File: src/rtl/alu_pkg.sv
// alu_pkg: ALUControl codes and arbiter state type shared by the ALU and its arbiter.
package alu_pkg;
    localparam logic [3:0] ALU_ADD  = 4'b0000;
    localparam logic [3:0] ALU_ADDU = 4'b0001;
    localparam logic [3:0] ALU_SUB  = 4'b0010;
    localparam logic [3:0] ALU_SUBU = 4'b0011;
    localparam logic [3:0] ALU_AND  = 4'b0100;
    localparam logic [3:0] ALU_OR   = 4'b0101;
    localparam logic [3:0] ALU_XOR  = 4'b0110;
    localparam logic [3:0] ALU_SLT  = 4'b0111;
    localparam logic [3:0] ALU_SLL  = 4'b1000;
    localparam logic [3:0] ALU_BEQ  = 4'b1001;
    localparam logic [3:0] ALU_BNE  = 4'b1010;
    typedef enum logic [1:0] {IDLE, EXEC, RESP} arb_state_t;
endpackage

File: src/rtl/alu.sv
// alu: combinational 32-bit ALU; overflow is reported only for signed ADD/SUB.
module alu
    import alu_pkg::*;
(
    input  logic [3:0]  ctrl_i,
    input  logic [31:0] a_i,
    input  logic [31:0] b_i,
    input  logic [4:0]  sa_i,
    output logic [31:0] result_o,
    output logic        zero_o,
    output logic        ovf_o
);
    logic [31:0] sum, diff;
    assign sum  = a_i + b_i;
    assign diff = a_i - b_i;
    always_comb begin
        result_o = '0;
        ovf_o    = 1'b0;
        case (ctrl_i)
            ALU_ADD: begin
                result_o = sum;
                ovf_o    = (a_i[31] == b_i[31]) && (sum[31] != a_i[31]);
            end
            ALU_SUB: begin
                result_o = diff;
                ovf_o    = (a_i[31] != b_i[31]) && (diff[31] != a_i[31]);
            end
            ALU_ADDU:                   result_o = sum;
            ALU_SUBU, ALU_BEQ, ALU_BNE: result_o = diff;
            ALU_AND:                    result_o = a_i & b_i;
            ALU_OR:                     result_o = a_i | b_i;
            ALU_XOR:                    result_o = a_i ^ b_i;
            ALU_SLT:                    result_o = {31'b0, $signed(a_i) < $signed(b_i)};
            ALU_SLL:                    result_o = b_i << sa_i;
            default:                    result_o = '0;
        endcase
    end
    assign zero_o = result_o == '0;
endmodule

File: src/rtl/alu_arbiter.sv
// alu_arbiter: round-robin arbiter sharing one ALU between two requesters,
// one operation in flight, results held until the owning requester consumes them.
module alu_arbiter
    import alu_pkg::*;
#(
    parameter int CNT_W = 16
) (
    input  logic             clk,
    input  logic             rst_n,
    input  logic             req0_valid,
    output logic             req0_ready,
    input  logic [3:0]       req0_ctrl,
    input  logic             req0_src,
    input  logic [31:0]      req0_a,
    input  logic [31:0]      req0_b,
    input  logic [31:0]      req0_imm,
    input  logic [4:0]       req0_sa,
    input  logic             req1_valid,
    output logic             req1_ready,
    input  logic [3:0]       req1_ctrl,
    input  logic             req1_src,
    input  logic [31:0]      req1_a,
    input  logic [31:0]      req1_b,
    input  logic [31:0]      req1_imm,
    input  logic [4:0]       req1_sa,
    output logic             resp0_valid,
    input  logic             resp0_ready,
    output logic             resp1_valid,
    input  logic             resp1_ready,
    output logic [31:0]      resp_result,
    output logic             resp_zero,
    output logic             resp_ovf,
    output logic             busy,
    output logic [CNT_W-1:0] op_count
);
    arb_state_t       state_q;
    logic             owner_q, last_q, zero_q, ovf_q;
    logic [3:0]       ctrl_q;
    logic [31:0]      a_q, b_q, result_q;
    logic [4:0]       sa_q;
    logic [CNT_W-1:0] cnt_q;
    logic             idle, gnt1, accept, take;
    logic [31:0]      alu_result, b0_d, b1_d;
    logic             alu_zero, alu_ovf;

    assign idle = state_q == IDLE;
    // last_q=1 means requester 1 was served last, so requester 0 wins a tie
    assign gnt1        = req1_valid && (!req0_valid || !last_q);
    assign req0_ready  = idle && req0_valid && !gnt1;
    assign req1_ready  = idle && gnt1;
    assign accept      = req0_ready || req1_ready;
    assign resp0_valid = state_q == RESP && !owner_q;
    assign resp1_valid = state_q == RESP && owner_q;
    assign take        = (resp0_valid && resp0_ready) || (resp1_valid && resp1_ready);
    assign b0_d        = req0_src ? req0_imm : req0_b;
    assign b1_d        = req1_src ? req1_imm : req1_b;
    assign busy        = !idle;
    assign resp_result = result_q;
    assign resp_zero   = zero_q;
    assign resp_ovf    = ovf_q;
    assign op_count    = cnt_q;

    alu u_alu (
        .ctrl_i  (ctrl_q),
        .a_i     (a_q),
        .b_i     (b_q),
        .sa_i    (sa_q),
        .result_o(alu_result),
        .zero_o  (alu_zero),
        .ovf_o   (alu_ovf)
    );

    always_ff @(posedge clk or negedge rst_n) begin
        if (!rst_n) begin
            state_q  <= IDLE;
            owner_q  <= 1'b0;
            last_q   <= 1'b1;
            ctrl_q   <= '0;
            a_q      <= '0;
            b_q      <= '0;
            sa_q     <= '0;
            result_q <= '0;
            zero_q   <= 1'b0;
            ovf_q    <= 1'b0;
            cnt_q    <= '0;
        end else begin
            case (state_q)
                IDLE: if (accept) begin
                    owner_q <= gnt1;
                    last_q  <= gnt1;
                    ctrl_q  <= gnt1 ? req1_ctrl : req0_ctrl;
                    a_q     <= gnt1 ? req1_a : req0_a;
                    b_q     <= gnt1 ? b1_d : b0_d;
                    sa_q    <= gnt1 ? req1_sa : req0_sa;
                    state_q <= EXEC;
                end
                EXEC: begin
                    result_q <= alu_result;
                    zero_q   <= alu_zero;
                    ovf_q    <= alu_ovf;
                    state_q  <= RESP;
                end
                RESP: if (take) begin
                    state_q <= IDLE;
                    cnt_q   <= &cnt_q ? cnt_q : cnt_q + CNT_W'(1);
                end
                default: state_q <= IDLE;
            endcase
        end
    end
endmodule

File: config.mk
export PLATFORM = sky130hd
export DESIGN_NAME = alu_arbiter
export DESIGN_NICKNAME = d
export VERILOG_FILES = /design/src/rtl/alu_pkg.sv /design/src/rtl/alu.sv /design/src/rtl/alu_arbiter.sv
export SDC_FILE = /design/constraint.sdc
export NUM_CORES = 1
export LEC_CHECK = 0
export CORE_MARGIN = 2
export CORE_UTILIZATION = 25
export DETAILED_ROUTE_END_ITERATION = 10
export PLACE_DENSITY = 0.52
export SYNTH_ARGS = -nofsm -noshare
export SYNTH_HDL_FRONTEND = slang
export SYNTH_SLANG_ARGS = --single-unit
File: constraint.sdc
create_clock -name clk -period 4.82 [get_ports clk]
set_input_delay 0.964 -clock clk [delete_from_list [all_inputs] [get_ports clk]]
set_output_delay 0.964 -clock clk [all_outputs]
set_load 0.01 [all_outputs]
==> flow_summary_export.csv, run 1 <==
group,metric,value,unit
sta,timing.hold.ws,0.472,ns
floorplanning,die_h,242,µm
worst_setup_path,cpMaxStageDelayCell,"nor4_1",
worst_setup_path,crit_fanout,10,
logic_synthesis,yosys_warnings,0,
hold_path,hold_start,"resp_result[17]",
clocking,cts_buffer_depth,2,
worst_setup_path,reg2reg_from,"b_q[9]",
cells_and_area,final_common_cell,"clkdlybuf4s50_1",
power_and_ir_drop,switching_share,57.0,%
logic_synthesis,synth_area_leaders,"dfrtp_1 22%, ha_1 9.7%, mux2i_1 7.6%",
floorplanning,design.die.area,58300,µm²
detailed_routing,wl,61.1,mm
logic_synthesis,yosys.area.top_type_share,22.4,%
power_and_ir_drop,clkPwrFrac,8.6,%
logic_synthesis,synth.avg_cell_area,7.80,µm²
power_and_ir_drop,p_per_area,827,nW/µm²
power_and_ir_drop,seqPwrFrac,15.5,%
power_and_ir_drop,combPwrFrac,75.9,%
worst_setup_path,reg2regPathDepth,13,
detailed_routing,drt-initial-drc-count,1355,
sta,setup_viol,0,
detailed_routing,firstDrtPassIters,6,
sta,slew_viol_final,0,
floorplanning,ios,273,
placed_design,place_inst,2757,
power_and_ir_drop,power.internal,6.49,mW
floorplanning,core_area,56100,µm²
logic_synthesis,synth_fp_nets,2137,
grt,grt_pass1_wl,92.0,mm
worst_setup_path,cp-start-kind,"flop",
cells_and_area,syn2layout_area_growth,29.3,%
detailed_routing,drtAntennaViolNets,0,
detailed_routing,wire_per_inst,21.9,µm
clocking,h-tree-depth,4,
logic_synthesis,ys_ff_latch,127,
hold_path,hold_class,"flop to flop",
grt,antenna_found_initial,1,
worst_setup_path,crit_path_end_kind,"flop",
clocking,cts_resized,0,
sta,rsz0062_at_grt,"false",
clocking,cts_buffers,17,
clocking,cts.sinks,127,
logic_synthesis,syn_area,14100,µm²
sta,max_slew_margin,26.9,%
sta,post-route-min-period,4.45,ns
cells_and_area,final_cell_mix,"269 x clkdlybuf4s50_1, 226 x nand2_1, 161 x o21ai_0",
power_and_ir_drop,switchingPower,8.59,mW
cells_and_area,fin_nets,2349,
placed_design,dpl.hpwl,50.0,mm
detailed_routing,via_count,14869,
clocking,cts_setup_buffers,0,
worst_setup_path,path_cells,"inv_1 > ha_1 > inv_1 > a221oi_1 > o221ai_2 > o21ai_1 > a211oi_1 > nor4_1 > nand4_1 > nor4_1 > and4_1 > and4_1 > a22o_1",
clocking,cts.reportedPaths.clkPinSlew,0.06,ns
detailed_routing,drc,0,
worst_setup_path,crit_path_max_incr_delay,0.59,ns
logic_synthesis,synth_async_sr_flop_share,100,%
power_and_ir_drop,p_leak,7.49,nW
grt,groute.usage.overall,20.7,%
detailed_routing,vias_per_cell,5.33,
sta,setup_tns,0,ns
power_and_ir_drop,peakVddDrop,307,µV
clocking,cts-root-buf,"clkbuf_16",
floorplanning,initial_core_util,25.2,%
floorplanning,die_width,242,µm
clocking,clock_latency,0.49,ns
clocking,cts_tree,"yes",
sta,clock_skew,0.0110,ns
worst_setup_path,cp.arrival,4.87,ns
placed_design,gp_congestion,0.954,
floorplanning,num_rows,87,
sta,fin_crit_sh,92.3,%
worst_setup_path,required,5.24,ns
logic_synthesis,synth-seq-area-share,22.5,%
grt,grt_max_degree,85,
sta,tightest_slew,1.10,ns
worst_setup_path,crit_start,"b_q[9]",
flow_run,timing.max_cap.violations,0,
logic_synthesis,ys.flop_type,"dfrtp_1",
grt,grt_pass1_vias,14377,
clocking,hold_buffers,0,
placed_design,port_buffers,272,
hold_path,holdPathStages,2,
cells_and_area,instances_no_fill,2791,
sta,max_freq,225,MHz
logic_synthesis,ys_types,93,
logic_synthesis,synth-edff-count,0,
grt,grt_overflow_total,0,
logic_synthesis,synthCells,1808,
sta,hold_violations,0,
run_status,status,"finished clean",
worst_setup_path,crit_type,"flop to flop",
cells_and_area,drive_above_1_share,8.31,%
logic_synthesis,yosysTopAreaCell,"dfrtp_1",
worst max-delay path: cells and delay by family, from the launching register on:
family                   cells  cell delay, ns
AND/OR/NAND/NOR              5            1.54
buffers and inverters        2            0.27
adder cells (fa/ha/maj)      1            0.55
flip-flops                   1            0.52
AO/OA/AOI/OAI                5            1.49
stage by stage:
stage               instance area, µm²  util [%]  worst slack, ns  total power, mW
CTS                              18200      32.5            0.460             14.9
global placement                 17700      31.5            0.505             13.5
global route                     18200      32.5            0.148             16.2
floorplan                        14100         -             1.34             9.46
finish                           18200      32.5            0.369             15.1
detailed placement               17700      31.5            0.494             13.5
worst paths after layout:
| check | end | slack (ns) |
|---|---|---|
| setup / recovery | resp_zero | 0.37 |
| hold / removal | resp_result[17] | 0.47 |
| setup reg to reg | resp_zero | 0.37 |
| hold reg to reg | resp_result[17] | 0.47 |
| max in group asynchronous | sa_q[1] | 3.35 |
| min in group asynchronous | resp_result[29] | 0.54 |
sequential cells by signal (all words and copies together), names as in the netlist, 2 cells and up:
register,count
op_count,16
resp_result,32
ctrl_q,4
b_q,32
sa_q,5
a_q,32
state_q,2
synth_stat cells (all sizes together) (20+ instances only):
cell / number
ha: 109
dfrtp: 126
nor2: 126
a211oi: 64
nor4: 22
mux2i: 107
o21ai: 167
mux4: 24
clkbuf: 91
nand2: 226
inv: 106
o211ai: 20
nor3: 28
a31oi: 22
nand3: 28
nand2b: 20
a21oi: 151
buf: 42
nor2b: 41
power groups by stage:
stage	registers, mW	clock network (mW)	logic (mW)
floorplan	2.03	0	7.43
global placement	2.32	0	11.2
detailed placement	2.35	0	11.2
CTS	2.33	1.35	11.2
global route	2.43	1.40	12.4
finish	2.33	1.30	11.5
area by class of cell:
class                   count  area [µm²]
repair buffers            326        3120
fillers                  6016       37800
inverters                 107         402
multi-input cells        1441       10000
well taps                 756         946
flip-flops and latches    127        3180
clock buffers              18         429
diodes                      2        5.00
clock inverters            14         145
kinds of logic after synthesis:
| group | share of synthesized area [%] |
|---|---|
| compound gates | 27.4 |
| simple gates | 19.0 |
| buf+inv | 6.86 |
| mux | 12.6 |
| flops | 22.5 |
| fa+ha+maj | 9.95 |
| xor+xnor | 1.61 |
per-layer routing:
| layer | vias to the layer above | share of wire, % | global-route usage (%) |
|---|---|---|---|
| met5 | - | 0.020 | 0 |
| met4 | 2 | 2.8 | 6.78 |
| li1 | 7033 | - | - |
| met1 | 7163 | 47 | 29.1 |
| met3 | 79 | 7.2 | 5.11 |
| met2 | 592 | 43 | 30.8 |
Power figures use the tool's default switching activity.
==> run 2: changes to the inputs <==
--- a/config.mk
+++ b/config.mk
@@ -5,10 +5,13 @@
 export SDC_FILE = /design/constraint.sdc
 export NUM_CORES = 1
 export LEC_CHECK = 0
+export CELL_PAD_IN_SITES_DETAIL_PLACEMENT = 1
+export CELL_PAD_IN_SITES_GLOBAL_PLACEMENT = 1
 export CORE_MARGIN = 2
 export CORE_UTILIZATION = 25
 export DETAILED_ROUTE_END_ITERATION = 10
-export PLACE_DENSITY = 0.52
+export PLACE_DENSITY = 0.65
+export SLEW_MARGIN = 20
 export SYNTH_ARGS = -nofsm -noshare
 export SYNTH_HDL_FRONTEND = slang
 export SYNTH_SLANG_ARGS = --single-unit
==> flow_summary_export.csv, run 2 (same netlist as run 1, synthesis figures left out) <==
group,metric,value,unit
grt,met2_usage,33.6,%
placed_design,dpl.hpwl,51.9,mm
hold_path,holdPathStages,2,
detailed_routing,vias_per_cell,5.44,
worst_setup_path,crit_start,"b_q[10]",
grt,top_usage_layer,"met2",
sta,clock_skew,0.0152,ns
worst_setup_path,crit_path_end_kind,"flop",
clocking,cts_tree,"yes",
clocking,hold_buffers,0,
detailed_routing,firstDrtPassIters,5,
hold_path,hold_start,"resp_result[20]",
clocking,cts_buffer_depth,2,
clocking,h-tree-depth,4,
grt,grt_max_degree,96,
cells_and_area,drive_above_1_share,8.00,%
cells_and_area,diodes,0,
cells_and_area,final_cell_mix,"269 x clkdlybuf4s50_1, 226 x nand2_1, 161 x o21ai_0",
worst_setup_path,required,5.25,ns
floorplanning,design.die.area,58300,µm²
grt,groute.usage.overall,21.7,%
clocking,cts_buffers,17,
clocking,cts.reportedPaths.clkPinSlew,0.06,ns
cells_and_area,post-route-util,32.5,%
run_status,status,"finished clean",
flow_run,timing.max_cap.violations,0,
worst_setup_path,reg2regPathDepth,13,
hold_path,hold_class,"flop to flop",
sta,rsz0062_at_grt,"false",
sta,tightest_slew,1.03,ns
grt,grt_overflow_total,0,
sta,fin_crit_sh,90.7,%
grt,antenna_found_initial,2,
floorplanning,initial_core_util,25.2,%
cells_and_area,final_common_cell,"clkdlybuf4s50_1",
worst_setup_path,crit_fanout,13,
placed_design,place_inst,2749,
sta,max_freq,229,MHz
placed_design,port_buffers,272,
grt,use_met1,30.5,%
cells_and_area,multi_input_area,10000,µm²
power_and_ir_drop,power.total,15.2,mW
detailed_routing,wire_per_inst,22.9,µm
worst_setup_path,cp.arrival,4.80,ns
detailed_routing,drtAntennaViolNets,0,
grt,grt_pass1_wl,97.5,mm
power_and_ir_drop,p_leak,7.47,nW
floorplanning,ios,273,
grt,use_met3,3.72,%
detailed_routing,drc,0,
worst_setup_path,cp-start-kind,"flop",
floorplanning,num_rows,87,
cells_and_area,fill_cells,6701,
cells_and_area,instances_no_fill,2781,
sta,slew_viol_final,0,
detailed_routing,wl,63.7,mm
cells_and_area,syn2layout_area_growth,29.4,%
sta,max_slew_margin,30.8,%
floorplanning,die_width,242,µm
floorplanning,core_area,56100,µm²
detailed_routing,drt-initial-drc-count,1165,
clocking,cts-root-buf,"clkbuf_16",
clocking,cts_setup_buffers,0,
worst_setup_path,crit_type,"flop to flop",
power_and_ir_drop,p_per_area,835,nW/µm²
detailed_routing,via_count,15131,
grt,grt_pass1_vias,15475,
placed_design,gp_congestion,0.972,
cells_and_area,fin_nets,2341,
clocking,cts.sinks,127,
sta,setup_viol,0,
sta,timing.hold.ws,0.476,ns
clocking,clock_latency,0.50,ns
worst_setup_path,reg2reg_from,"b_q[10]",
sta,hold_violations,0,
sta,post-route-min-period,4.37,ns
sta,setup_tns,0,ns
clocking,cts_resized,0,
cells_and_area,regArea,3180,µm²
power_and_ir_drop,peakVddDrop,220,µV
floorplanning,die_h,242,µm
-- run 2: changes by cell type in the layout (fill, tap and decap cells not counted) --
| cell | previous run | this run |
|---|---|---|
| a21oi_2 | 1 | 2 |
| a21oi_4 | 1 | 0 |
| buf_12 | 0 | 5 |
| buf_2 | 2 | 1 |
| buf_4 | 54 | 42 |
| clkbuf_1 | 1 | 0 |
| clkinv_2 | 1 | 0 |
| clkinv_4 | 4 | 3 |
| clkinv_8 | 0 | 1 |
| clkinvlp_4 | 0 | 1 |
| diode_2 | 2 | 0 |
| inv_6 | 6 | 4 |
| inv_8 | 2 | 5 |
-- run 2: through the flow --
| stage | setup slack [ns] | instance area, µm² |
|---|---|---|
| floorplan | 1.34 | 14100 |
| global placement | 0.661 | 17600 |
| detailed placement | 0.551 | 17600 |
| CTS | 0.532 | 18200 |
| global route | 0.167 | 18200 |
| finish | 0.448 | 18200 |
-- run 2: layout make-up --
cell class | instances | area share (%)
clock inverters | 15 | 0.939
well taps | 756 | 5.18
repair buffers | 318 | 17.1
flip-flops and latches | 127 | 17.4
multi-input cells | 1441 | 54.8
clock buffers | 17 | 2.33
inverters | 107 | 2.20
-- run 2: power breakdown --
| part | internal, mW | leakage [nW] | total (mW) | switching, mW |
|---|---|---|---|---|
| sequential | 1.55 | 1.58 | 2.36 | 0.818 |
| combinational | 4.18 | 5.60 | 11.5 | 7.35 |
| clock | 0.735 | 0.291 | 1.34 | 0.607 |
| total | 6.46 | 7.47 | 15.2 | 8.77 |
-- run 2: final timing paths --
check / to / slack, ns
hold reg to reg: resp_result[20] / 0.48
max in group asynchronous: ctrl_q[0] / 3.57
min in group asynchronous: a_q[24] / 0.51
setup reg to reg: resp_zero / 0.45
setup / recovery: resp_zero / 0.45
hold / removal: resp_result[20] / 0.48
-- run 2: worst max-delay path, cell delays in order, from the launching register on --
cell and delay (ns):
dfrtp_1 0.52, inv_1 0.15, ha_1 0.63, nand3_1 0.20, nor3_2 0.27, o211ai_1 0.28
o2111ai_2 0.34, a31oi_4 0.15, a31oi_2 0.34, a311oi_2 0.20, and3_1 0.25, or4_4 0.54
nor4b_2 0.28, a22o_1 0.15
-- run 2: per-layer routing --
metal,up-vias,part of all wire (%)
li1,7003,-
met1,7481,47
met2,547,44
met3,96,6.0
met4,4,2.8
met5,-,0.036
==> patch (config.mk and constraints of run 1) <==
The 3 states of `arb_state_t` get a one-hot encoding in 3 bits.
--- a/src/rtl/alu_pkg.sv
+++ b/src/rtl/alu_pkg.sv
@@ -12,5 +12,5 @@
     localparam logic [3:0] ALU_BEQ  = 4'b1001;
     localparam logic [3:0] ALU_BNE  = 4'b1010;
-    typedef enum logic [1:0] {IDLE, EXEC, RESP} arb_state_t;
+    typedef enum logic [2:0] {IDLE = 3'b001, EXEC = 3'b010, RESP = 3'b100} arb_state_t;
 endpackage
 
Formal check against the unedited RTL: no difference found for any inputs over 4 cycles, from zero or initial values and one cycle with rst_n low; so few cycles prove little.
==> patch against run 1 <==
Area after synthesis down 0.26%; sequential cell count rose by 1; clock power rose by 5%; sequential share of layout area grew 0.12 points; total power shrank 0.73%; cell area rose by 0.19%; critical path depth is 1 higher; wire length shrank 2.6%; setup slack worse by 0.81 ps; die area down 0.25%; via count is 1.1% lower; critical endpoint is now resp_zero; highest routed layer is now met4.
==> patch: results (changes against run 1) <==
clock skew=20.0 ps (was 11.0 ps); top post-synthesis cells by count=a21oi_1 (177), nand2_1 (158), o21ai_0 (138) (was nand2_1 (226), o21ai_0 (162), a21oi_1 (150)); first-pass GRT wire length=89.3 mm (was 92.0 mm); Slew HR=0.272 (was 0.269); Antenna Cells=0 (was 2); Largest stage delay, worst path=540 ps (was 590 ps); number of CTS-inserted buffers=17 (unchanged); Syn Inst Count=1760 (was 1808); main area contributors after synthesis=dfrtp_1 (22%), ha_1 (9.7%), a21oi_1 (6.3%), mux2i_1 (6.3%), mux4_2 (5.8%) (was dfrtp_1 (22%), ha_1 (9.7%), mux2i_1 (7.6%), nand2_1 (6.0%), o21ai_0 (5.7%)); met3 WL=3.86 mm (was 4.40 mm); Pint=6.58 mW (was 6.49 mW); Lkg Pwr=7.38 nW (was 7.49 nW); Tot GR Track Use=0.204 (was 0.207); Reg clk slew, reported paths=80 ps (was 60 ps); GR Util met1=0.291 (about the same); slowest library cell on the worst path=dfrtp_1 (was nor4_1); XOR/XNOR Fraction of Synth Area=0.0174 (was 0.0161); Cell Area, Placed=17700 µm² (about the same); vias in the first global route=14300 (was 14400); initial antenna violation count=0 (was 1); Max VDD drop=0.325 mV (was 0.307 mV); DR WL met2=26.3 mm (was 26.5 mm); HP Class=in -> async (was reg -> reg); status=completed (unchanged); crit path kind=reg -> reg (unchanged); Clk pwr share=0.091 (was 0.086); Met1 Routed Length=27.8 mm (was 28.5 mm); post-detail-place hpwl=47.8 mm (was 50.0 mm); Clock Latency Late Sink=500 ps; Placer Congestion=0.931 (was 0.954); worst r2r dst=resp_zero (unchanged); worst reg2reg startpoint=b_q[10] (was b_q[9]); critical path fanouts, max=10 (unchanged); met2 GRT Util=0.310 (was 0.308); WHS=389 ps (was 472 ps); Largest delay share family, worst path=simple AND/OR/NAND/NOR gates (unchanged); met3 GRT Util=0.0321 (was 0.0511); Syn Nets=2089 (was 2137); 1st-iter DRT viols=1417 (was 1355); routed vias=14700 (was 14900); Compound-Gate Fraction of Synth Area=0.271 (was 0.274); adder-cell share of the synthesized area=0.0998 (was 0.0995); main flop type after synthesis=dfrtp_1 (unchanged); Final nets=2311 (was 2349); Post-Layout Cell Count=2743 (was 2791); r2r setup slk=370 ps (about the same); P per Cell Area=820 nW/µm² (was 827 nW/µm²); Comb. pwr=11.3 mW; R2R cell count=14 (was 13); worst path arrival time=4880 ps (was 4870 ps); Top Layer Used=met4 (was met5); Synth cell types=85 (was 93); sequential fraction of the synthesis area=0.228 (was 0.225); layout cell share with drive strength beyond 1=0.0942 (was 0.0831); pin count of the biggest net entering global routing=83 (was 85); mux contribution to synthesized area=0.142 (was 0.126); DRT Wirelength=59.5 mm (was 61.1 mm); end point of the critical path=resp_zero (unchanged)
patch: cell types whose count changed in the layout (fill, tap and decap cells not counted), sizes merged, moves of 9 or more:
| cell | delta |
|---|---|
| o21ai | -23 |
| mux2i | -19 |
| nand2 | -68 |
| buf | +9 |
| mux4 | +12 |
| nor4 | -9 |
| a21oi | +26 |
| mux2 | +12 |
patch: area by class of cell:
class / count / area (µm²)
multi-input cells: 1395 / 9950
clock buffers: 17 / 425
inverters: 105 / 394
well taps: 748 / 936
repair buffers: 335 / 3190
fillers: 5952 / 37100
flip-flops and latches: 128 / 3210
clock inverters: 15 / 164
patch: through the flow:
stage,utilization,setup slack [ps]
2_1_floorplan,-,1390
3_3_place_gp,0.319,439
3_5_place_dp,0.319,423
4_1_cts,0.330,381
5_1_grt,0.330,77.4
6_report,0.330,368
patch: cells by family after synthesis:
logic type                 after synthesis
AOI/OAI and AO/OA                      597
xor gates and xnor gates                28
adders and majority gates              111
buffers and inverters                  237
DFF                                    128
muxes                                  151
and+or+nand+nor                        508
